## config.mk

```make
export PLATFORM = sky130hd
export DESIGN_NAME = ram_arb
export DESIGN_NICKNAME = d
export VERILOG_FILES = /design/src/rtl/ram_arb_pkg.sv /design/src/rtl/ram_arb_rr_arb2.sv /design/src/rtl/ram_arb.sv
export SDC_FILE = /design/constraint.sdc
export NUM_CORES = 1
export LEC_CHECK = 0
export BUFFER_PORTS_ARGS = -buffer_cell sky130_fd_sc_hd__buf_2
export CAP_MARGIN = 20
export CORE_AREA = 3 3 131 133
export DETAILED_ROUTE_END_ITERATION = 8
export DIE_AREA = 0 0 134 136
export PLACE_DENSITY = 0.56
export SYNTH_ARGS = -nofsm -noshare
export SYNTH_HDL_FRONTEND = slang
export SYNTH_HIERARCHICAL = 1
export SYNTH_SLANG_ARGS = --single-unit
```

## constraint.sdc

```tcl
create_clock -name clk -period 4.05 [get_ports clk]
set_input_delay 0.81 -clock clk [delete_from_list [all_inputs] [get_ports clk]]
set_output_delay 0.81 -clock clk [all_outputs]
set_load 0.01 [all_outputs]
```

## src/rtl/ram_arb_pkg.sv

```systemverilog
// ram_arb_pkg: access-size encodings, lane count and alignment/lane helpers for ram_arb.
package ram_arb_pkg;
  localparam int LANES = 4;
  typedef enum logic [1:0] {SIZE_B = 2'b00, SIZE_H = 2'b01, SIZE_W = 2'b10} size_e;
  function automatic logic misaligned(input logic [1:0] size, input logic [1:0] off);
    return (size == 2'b11) | (size == SIZE_H && off[0]) | (size == SIZE_W && off != 2'b00);
  endfunction
  function automatic logic [LANES-1:0] lane_mask(input logic [1:0] size, input logic [1:0] off);
    return size == SIZE_B ? 4'b0001 << off : size == SIZE_H ? 4'b0011 << off : 4'b1111;
  endfunction
endpackage

```

## src/rtl/ram_arb_rr_arb2.sv

```systemverilog
// rr_arb2: two-request round-robin arbiter; prio points at the master that wins a tie.
module rr_arb2 (
  input  logic       clk,
  input  logic       rst_n,
  input  logic [1:0] req,
  output logic [1:0] gnt
);
  logic prio;
  always_comb gnt = &req ? (prio ? 2'b10 : 2'b01) : req;
  always_ff @(posedge clk or negedge rst_n)
    if (!rst_n) prio <= 1'b0;
    else if (|gnt) prio <= gnt[0];
endmodule

```

## src/rtl/ram_arb.sv

```systemverilog
// ram_arb: two-master round-robin access controller for the byte-lane data RAM,
// with lane steering, alignment checking and a one-deep read-return register.
module ram_arb
  import ram_arb_pkg::*;
#(
  parameter int ADDR_WIDTH = 32,
  parameter int DATA_WIDTH = 32
) (
  input  logic                  clk,
  input  logic                  rst_n,
  input  logic                  m0_req_i,
  input  logic                  m0_we_i,
  input  logic [1:0]            m0_size_i,
  input  logic [ADDR_WIDTH-1:0] m0_addr_i,
  input  logic [DATA_WIDTH-1:0] m0_wdata_i,
  output logic                  m0_ack_o,
  output logic                  m0_err_o,
  output logic                  m0_rvalid_o,
  output logic [DATA_WIDTH-1:0] m0_rdata_o,
  input  logic                  m1_req_i,
  input  logic                  m1_we_i,
  input  logic [1:0]            m1_size_i,
  input  logic [ADDR_WIDTH-1:0] m1_addr_i,
  input  logic [DATA_WIDTH-1:0] m1_wdata_i,
  output logic                  m1_ack_o,
  output logic                  m1_err_o,
  output logic                  m1_rvalid_o,
  output logic [DATA_WIDTH-1:0] m1_rdata_o,
  output logic [LANES-1:0]      ram_wr_en_o,
  output logic [ADDR_WIDTH-1:0] ram_wr_addr_o,
  output logic [DATA_WIDTH-1:0] ram_wr_data_o,
  output logic [ADDR_WIDTH-1:0] ram_rd_addr_o,
  input  logic [DATA_WIDTH-1:0] ram_rd_data_i
);
  logic [1:0]            gnt, size, rd_off, rd_size;
  logic                  sel, any, we, err, rd_pend, rd_mst;
  logic [ADDR_WIDTH-1:0] addr;
  logic [DATA_WIDTH-1:0] wdata, shifted, rdata;
  // requests are masked while in reset so every output reads zero
  rr_arb2 u_arb (
    .clk  (clk),
    .rst_n(rst_n),
    .req  ({m1_req_i, m0_req_i} & {2{rst_n}}),
    .gnt  (gnt)
  );
  always_comb begin
    sel           = gnt[1];
    any           = |gnt;
    we            = sel ? m1_we_i : m0_we_i;
    size          = sel ? m1_size_i : m0_size_i;
    addr          = sel ? m1_addr_i : m0_addr_i;
    wdata         = sel ? m1_wdata_i : m0_wdata_i;
    err           = misaligned(size, addr[1:0]);
    m0_ack_o      = gnt[0];
    m1_ack_o      = gnt[1];
    m0_err_o      = gnt[0] & err;
    m1_err_o      = gnt[1] & err;
    ram_wr_en_o   = (any && we && !err) ? lane_mask(size, addr[1:0]) : '0;
    ram_wr_addr_o = rst_n ? addr : '0;
    ram_rd_addr_o = rst_n ? addr : '0;
    ram_wr_data_o = !rst_n ? '0 : size == SIZE_B ? {LANES{wdata[7:0]}} :
                    size == SIZE_H ? {2{wdata[15:0]}} : wdata;
    shifted       = ram_rd_data_i >> {rd_off, 3'b000};
    rdata         = rd_size == SIZE_B ? DATA_WIDTH'(shifted[7:0]) :
                    rd_size == SIZE_H ? DATA_WIDTH'(shifted[15:0]) : shifted;
    m0_rvalid_o   = rd_pend & ~rd_mst;
    m1_rvalid_o   = rd_pend & rd_mst;
    m0_rdata_o    = m0_rvalid_o ? rdata : '0;
    m1_rdata_o    = m1_rvalid_o ? rdata : '0;
  end
  always_ff @(posedge clk or negedge rst_n)
    if (!rst_n) begin
      rd_pend <= 1'b0;
      rd_mst  <= 1'b0;
      rd_off  <= 2'b00;
      rd_size <= 2'b00;
    end else begin
      rd_pend <= any & ~we & ~err;
      rd_mst  <= sel;
      rd_off  <= addr[1:0];
      rd_size <= size;
    end
endmodule

```

# [After elaboration in Yosys (flattened, before gate mapping)]
# Cells that the tools add are included.
[totals] regBits=7 out_inout_bits=170
[classes] eq_ne=4 n_shift=3 mux=17 bitwise=12 n_reduce_logical=10
[ops] cell="32-bit 2-to-1 mux" count=10
[ops] cell="32-bit by 5-bit >> shifter with 32-bit output" count=1
[ops] cell="4-bit 2-to-1 mux" count=3
[ops] cell="1-bit AND" count=6
[ops] cell="2-bit 2-to-1 mux" count=3
[ops] cell="2-bit by 1-bit equality test with 1-bit output, second input constant" count=2
[ops] cell="2-bit equality test, second input constant" count=2
[ops] cell="1-bit logical AND" count=4
[ops] cell="2-bit logical NOT" count=2
[ops] cell="1-bit by 2-bit << shifter with 4-bit output, first input constant" count=1
[ops] cell="2-bit by 2-bit << shifter with 4-bit output, first input constant" count=1
[ops] cell="1-bit NOT" count=3
[ops] cell="2-bit AND" count=1
[ops] cell="1-bit OR" count=2
[ops] cell="2-bit AND reduction" count=1
[ops] cell="2-bit nonzero test" count=1
[ops] cell="2-bit OR reduction" count=1
[ops] cell="1-bit logical NOT" count=1
[ops] cell="1-bit 2-to-1 mux" count=1

# [Logic depth before layout (Yosys ltp)]
[logic_depth] ltp_word=11 mapped_depth=13

# [Modules after synthesis]
# Netlist, hierarchy kept.
[by_module_without_submodules] module="ram_arb" n_inst=1 cells_per_inst=426 area_per_inst_um2=2952.8 seq_area_each_um2=150.1
[by_module_without_submodules] module="rr_arb2" n_inst=1 cells_per_inst=6 area_per_inst_um2=52.6 seq_area_each_um2=25.0

# [Worst setup path before layout]
# OpenSTA, ideal clock, no wires.
[synth_path] path_kind="input to output" startpoint="input rst_n" endpoint="output ram_wr_en_o[1]" arrival_ns=3.473 slack_ns=-0.233 stages=12 n_path_buf=4 cell_sequence="clkbuf_1 -> clkbuf_1 -> and2_1 -> a21boi_1 -> buf_6 -> buf_2 -> mux2i_1 -> ha_1 -> nor2b_1 -> o32ai_1 -> o21ai_1 -> nor3_1"
[synth_between] elab_chain_len=11 elab_cells_between_ends=24 classes_between="eq/ne (3); shift (2); mux (7); bitwise (3); reduce/logical (9)"
[synth_rtl] element="from (decl)" line_no="ram_arb.sv:10" rtl="input logic rst_n,"
[synth_rtl] element="2-bit AND (*)" line_no="ram_arb.sv:43" rtl=".req ({m1_req_i, m0_req_i} & {2{rst_n}}),"
[synth_rtl] element="2-bit AND reduction" line_no="ram_arb_rr_arb2.sv:9" rtl="always_comb gnt = &req ? (prio ? 2'b10 : 2'b01) : req;"
[synth_rtl] element="2-bit 2-to-1 mux (*)" line_no="ram_arb_rr_arb2.sv:9"
[synth_rtl] element="named net m1_ack_o" line_no="ram_arb.sv:25" rtl="output logic m1_ack_o,"
[synth_rtl] element="2-bit 2-to-1 mux" line_no="ram_arb.sv:50" rtl="size = sel ? m1_size_i : m0_size_i;"
[synth_rtl] element="2-bit by 1-bit equality test with 1-bit output" line_no="ram_arb_pkg.sv:6, ram_arb_pkg.sv:9"
[synth_rtl] element="1-bit logical AND" line_no="ram_arb_pkg.sv:6" rtl="return (size == 2'b11) | (size == SIZE_H && off[0]) | (size == SIZE_W && off != 2'b00);"
[synth_rtl] element="1-bit OR (2 in series)" line_no="ram_arb_pkg.sv:6"
[synth_rtl] element="1-bit logical NOT" line_no="ram_arb.sv:58" rtl="ram_wr_en_o = (any && we && !err) ? lane_mask(size, addr[1:0]) : '0;"
[synth_rtl] element="1-bit logical AND" line_no="ram_arb.sv:58"
[synth_rtl] element="4-bit 2-to-1 mux (*)" line_no="ram_arb.sv:58"
[synth_rtl] element="to (decl)" line_no="ram_arb.sv:29" rtl="output logic [LANES-1:0] ram_wr_en_o,"
# Mark *: on every way through the listed nets, which the timed path passes. The rest lies on a longest branch.

# [Final worst setup path]
[layout_path] startpoint="input rst_n" endpoint="output ram_wr_en_o[1]"
[layout_between] elab_chain_len=11 elab_cells_between_ends=24 classes_between="eq/ne (3); shift (2); mux (7); bitwise (3); reduce/logical (9)"
[layout_rtl] element="2-bit AND (*)" line_no="ram_arb.sv:43"
[layout_rtl] element="2-bit AND reduction" line_no="ram_arb_rr_arb2.sv:9"
[layout_rtl] element="2-bit 2-to-1 mux (*)" line_no="ram_arb_rr_arb2.sv:9"
[layout_rtl] element="2-bit 2-to-1 mux" line_no="ram_arb.sv:50"
[layout_rtl] element="2-bit by 1-bit equality test with 1-bit output" line_no="ram_arb_pkg.sv:6, ram_arb_pkg.sv:9"
[layout_rtl] element="1-bit logical AND" line_no="ram_arb_pkg.sv:6"
[layout_rtl] element="1-bit OR (2 in series)" line_no="ram_arb_pkg.sv:6"
[layout_rtl] element="1-bit logical NOT" line_no="ram_arb.sv:58"
[layout_rtl] element="1-bit logical AND" line_no="ram_arb.sv:58"
[layout_rtl] element="4-bit 2-to-1 mux (*)" line_no="ram_arb.sv:58"
# Mark *: on every way between the ends. The rest lies on a longest branch, timed or not.

==> tab_implementation.tex <==
\begin{tabular}{lr}
\hline
Metric & Value \\
\hline
\multicolumn{2}{l}{\textbf{Run status}} \\
\quad Run status & complete, no violations \\
\multicolumn{2}{l}{\textbf{Placement}} \\
\quad Global placement routability congestion & $\sim$0.8 \\
\quad Half-perimeter wire length after detailed placement & about 13 mm \\
\quad Buffers added on ports & about 340 \\
\multicolumn{2}{l}{\textbf{Timing}} \\
\quad Least-Margin Pin Slew & between 700 and 800 ps \\
\quad Setup repair after global routing missed its margin & no \\
\quad Post-layout minimum cycle time & $\sim$3700 ps \\
\quad FMAX & about 0.27 GHz \\
\quad Worst slew margin relative to its limit & 0.4791 \\
\quad Pins Over Slew Limit & 0 \\
\quad Post-route fraction of the period consumed by the critical path & 0.9015 \\
\quad Setup-failing EPs final & 0 \\
\quad Total Neg Setup Slack & 0 ps \\
\quad Final Hold Vio Count & 0 \\
\quad Worst clock skew & between 2 and 2.5 ps \\
\multicolumn{2}{l}{\textbf{Worst setup path}} \\
\quad Endpoint type of the worst setup path & primary output \\
\quad R2R cell count & 8 \\
\quad Reg-to-reg critical path endpoint & rd\_pend \\
\quad Ordered list of cells on the worst path & buf\_2 -> and2\_1 -> a21boi\_4 -> mux2i\_2 -> ha\_1 -> nor2b\_1 -> o32ai\_1 -> o21ai\_1 -> nor3\_2 -> buf\_2 \\
\quad Setup Crit Path Kind & in -> out \\
\quad R2R Path Start & u\_arb/prio \\
\quad Cell occurring most often along the worst timing path & buf\_2 \\
\quad Maximum fanout along the worst path & 5 \\
\quad Crit path largest cell delay & approximately 310 ps \\
\quad Endpoint arrival time on the critical path & approximately 2800 ps \\
\quad Standard cell with the maximum stage delay on the critical path & mux2i\_2 \\
\quad Slack of the worst reg-to-reg path & 2070 ps \\
\quad Category of the worst setup path launch point & primary input \\
\quad Required time of the critical path & about 3200 ps \\
\multicolumn{2}{l}{\textbf{Global routing}} \\
\quad Global routing usage summed across all routing layers & 0.1448 \\
\quad First-pass GRT wire length & between 20 and 25 mm \\
\quad Antenna violations before repair & 0 \\
\quad Via count of the first global-routing pass & around 4,000 \\
\quad Congestion Overflow GR & 0 \\
\quad Pin count of the biggest net entering global routing & 43 \\
\multicolumn{2}{l}{\textbf{Synthesis}} \\
\quad Number of distinct standard cells referenced by the synthesized netlist & 36 \\
\quad Netlist area before placement & around 3000 um2 \\
\quad Synthesized netlist net count & roughly 610 \\
\quad Fraction of the yosys area taken by sequential cells & 0.05828 \\
\quad Average cell area after synthesis & 6.957 um2 \\
\quad Yosys Warn Count & 6 \\
\quad Total of flip-flops plus latches after synthesis & 7 \\
\quad Cells after synthesis & 432 \\
\multicolumn{2}{l}{\textbf{Drt}} \\
\quad Remaining DRCs & 0 \\
\quad DR iter-0 viols & approximately 130 \\
\quad Post-route ant nets & 0 \\
\quad First-pass iteration count of the detailed router & 4 \\
\quad Via-per-instance ratio & 4.371 \\
\quad Final wirelength & around 15 mm \\
\quad Average detailed-routed wire length per instance & around 16 um \\
\quad Via count & 4,122 \\
\multicolumn{2}{l}{\textbf{Die}} \\
\quad Overall die height & roughly 140 um \\
\quad Die area & $\sim$18,000 um2 \\
\quad Ports placed on the boundary & 340 \\
\quad Starting Density & 0.1885 \\
\quad Core Footprint & 15,940 um2 \\
\quad Horizontal die dimension & roughly 130 um \\
\quad Row count & 46 \\
\multicolumn{2}{l}{\textbf{CTS}} \\
\quad Clock-pin transition on the worst setup and hold timing paths & approximately 40 ps \\
\quad Total of hold buffers inserted after clock tree synthesis & 0 \\
\quad Total clock buffers created by CTS & 3 \\
\quad CTS tree & yes \\
\quad Clock root buffer master & clkbuf\_16 \\
\quad Clock Path Buffers & 2 \\
\quad H-Tree Depth & 1 \\
\quad Clock sink count & 7 \\
\quad Number of buffers inserted to repair setup after CTS & 0 \\
\quad Number of cells upsized or downsized after cts & 0 \\
\quad Latest clock arrival within the worst-skew pair & 230 ps \\
\multicolumn{2}{l}{\textbf{Layout}} \\
\quad N\_diodes & 0 \\
\quad Final net count & between 900 and 1,000 \\
\quad Most frequent cells in the layout & buf\_2 (339), mux2i\_1 (79), nor2\_1 (71) \\
\quad Fraction of layout instances using a drive strength above 1 & 0.5254 \\
\quad Commonest non-fill, non-tap cell in the layout & buf\_2 \\
\quad Area growth from synthesis to layout & 58.62\% \\
\quad Final core area utilization & 0.2990 \\
\multicolumn{2}{l}{\textbf{Min path}} \\
\quad Hold Path Stages & 1 \\
\quad Source of the worst hold timing path & u\_arb/prio \\
\quad Sink of the worst hold path & u\_arb/prio \\
\quad Type of the tightest min-delay check & reg -> reg \\
\multicolumn{2}{l}{\textbf{Run}} \\
\quad Max Cap Viol & 0 \\
\multicolumn{2}{l}{\textbf{Power and ir drop}} \\
\quad Power density cells & roughly 160 nW/um2 \\
\quad Total leakage power & about 0.0028 uW \\
\quad Largest vdd supply drop & about 0.00009 V \\
\hline
\end{tabular}
-- state kept, by name, indices dropped and copies added, names as in the netlist --
register    count
rd_off          2
rd_size         2
rd_pend         1
u_arb/prio      1
rd_mst          1
-- layout make-up --
cell class,instances,area [um2]
clock buffers,3,75.07
clock inverters,1,5.005
repair buffers,351,1787
well taps,216,270.3
flip-flops and latches,7,175.2
inverters,10,42.54
fillers,1806,11180
multi-input cells,355,2412
-- worst max-delay path by stage --
stage	start	end	slack, ps
finish	rst_n	ram_wr_en_o[1]	400
global route	rst_n	ram_wr_en_o[1]	240
CTS	rst_n	ram_wr_data_o[25]	380
detailed placement	rst_n	ram_wr_en_o[1]	390
global placement	rst_n	ram_wr_data_o[17]	450
floorplan	rst_n	ram_wr_en_o[1]	50
-- metal layers --
metal  GRT usage  up-vias  routed length, um
li1            -     2019                  -
met1      0.1539     1850               5423
met2      0.2751      235               7538
met3     0.03923       18               1461
met4     0.04914        0                330
met5           0        -                  0
-- power breakdown --
part           total, uW  switching (uW)  internal (uW)
clock network        167            37.6            129
registers           86.4            9.84           76.6
logic                521             284            238
-- cell families (layout without fill, tap and decap cells) --
| kind of cell | after synthesis | after routing | share of synthesized area |
|---|---|---|---|
| flops | 7 | 7 | 0.05829 |
| compound gates | 44 | 44 | 0.09909 |
| simple gates | 217 | 217 | 0.3755 |
| fa+ha+maj | 4 | 4 | 0.01665 |
| buf+inv | 70 | 365 | 0.1470 |
| mux | 90 | 90 | 0.3035 |
-- worst max-delay path, delay by kind of cell --
kind	cells	cell delay [ps]
compound gates	3	750
fa+ha+maj	1	230
buf+inv	2	280
mux	1	310
simple gates	3	440
-- metrics by stage --
| stage | power (uW) | std cells | area, um2 | hold slack [ps] | setup WS [ps] |
|---|---|---|---|---|---|
| finish | 774.9 | 943 | 4767 | 493.0 | 399.0 |
| global route | 841.1 | 943 | 4767 | 518.8 | 242.2 |
| CTS | 787.3 | 943 | 4767 | 494.4 | 380.0 |
| detailed placement | 613.9 | 939 | 4687 | 490.2 | 389.7 |
| global placement | 613.4 | 939 | 4687 | 477.0 | 447.6 |
| floorplan | 409.0 | 432 | 3024 | 456.4 | 50.47 |
-- cell usage after synthesis --
cell type / n / area, um2
buf_6: 5 / 56.30
nand2b_1: 3 / 18.77
nand2_1: 47 / 176.4
a21oi_1: 13 / 65.06
and4bb_2: 1 / 12.51
buf_4: 33 / 247.7
nor3_1: 3 / 15.01
and2_4: 1 / 8.760
o21ai_0: 9 / 45.04
and3_1: 16 / 100.1
mux2i_1: 81 / 810.8
and2_1: 19 / 118.9
o21ai_1: 3 / 15.01
a21o_1: 1 / 7.510
nor2b_1: 46 / 287.8
o32ai_2: 1 / 16.27
o22a_1: 2 / 17.52
buf_1: 1 / 3.750
ha_1: 4 / 50.05
a21boi_1: 1 / 7.510
mux2_2: 9 / 101.4
buf_2: 10 / 50.05
inv_6: 1 / 8.760
a221oi_1: 8 / 70.07
nand2b_4: 1 / 13.76
o32a_1: 1 / 10.01
a21boi_0: 1 / 7.510
dfrtp_1: 7 / 175.2
o32ai_1: 1 / 8.760
a2111oi_0: 2 / 17.52
inv_1: 9 / 33.78
clkbuf_1: 11 / 41.29
nor3b_2: 8 / 100.1
and4b_1: 1 / 10.01
o21ba_2: 1 / 10.01
nor2_1: 71 / 266.5
No activity file was read; power rests on OpenSTA's default activity.
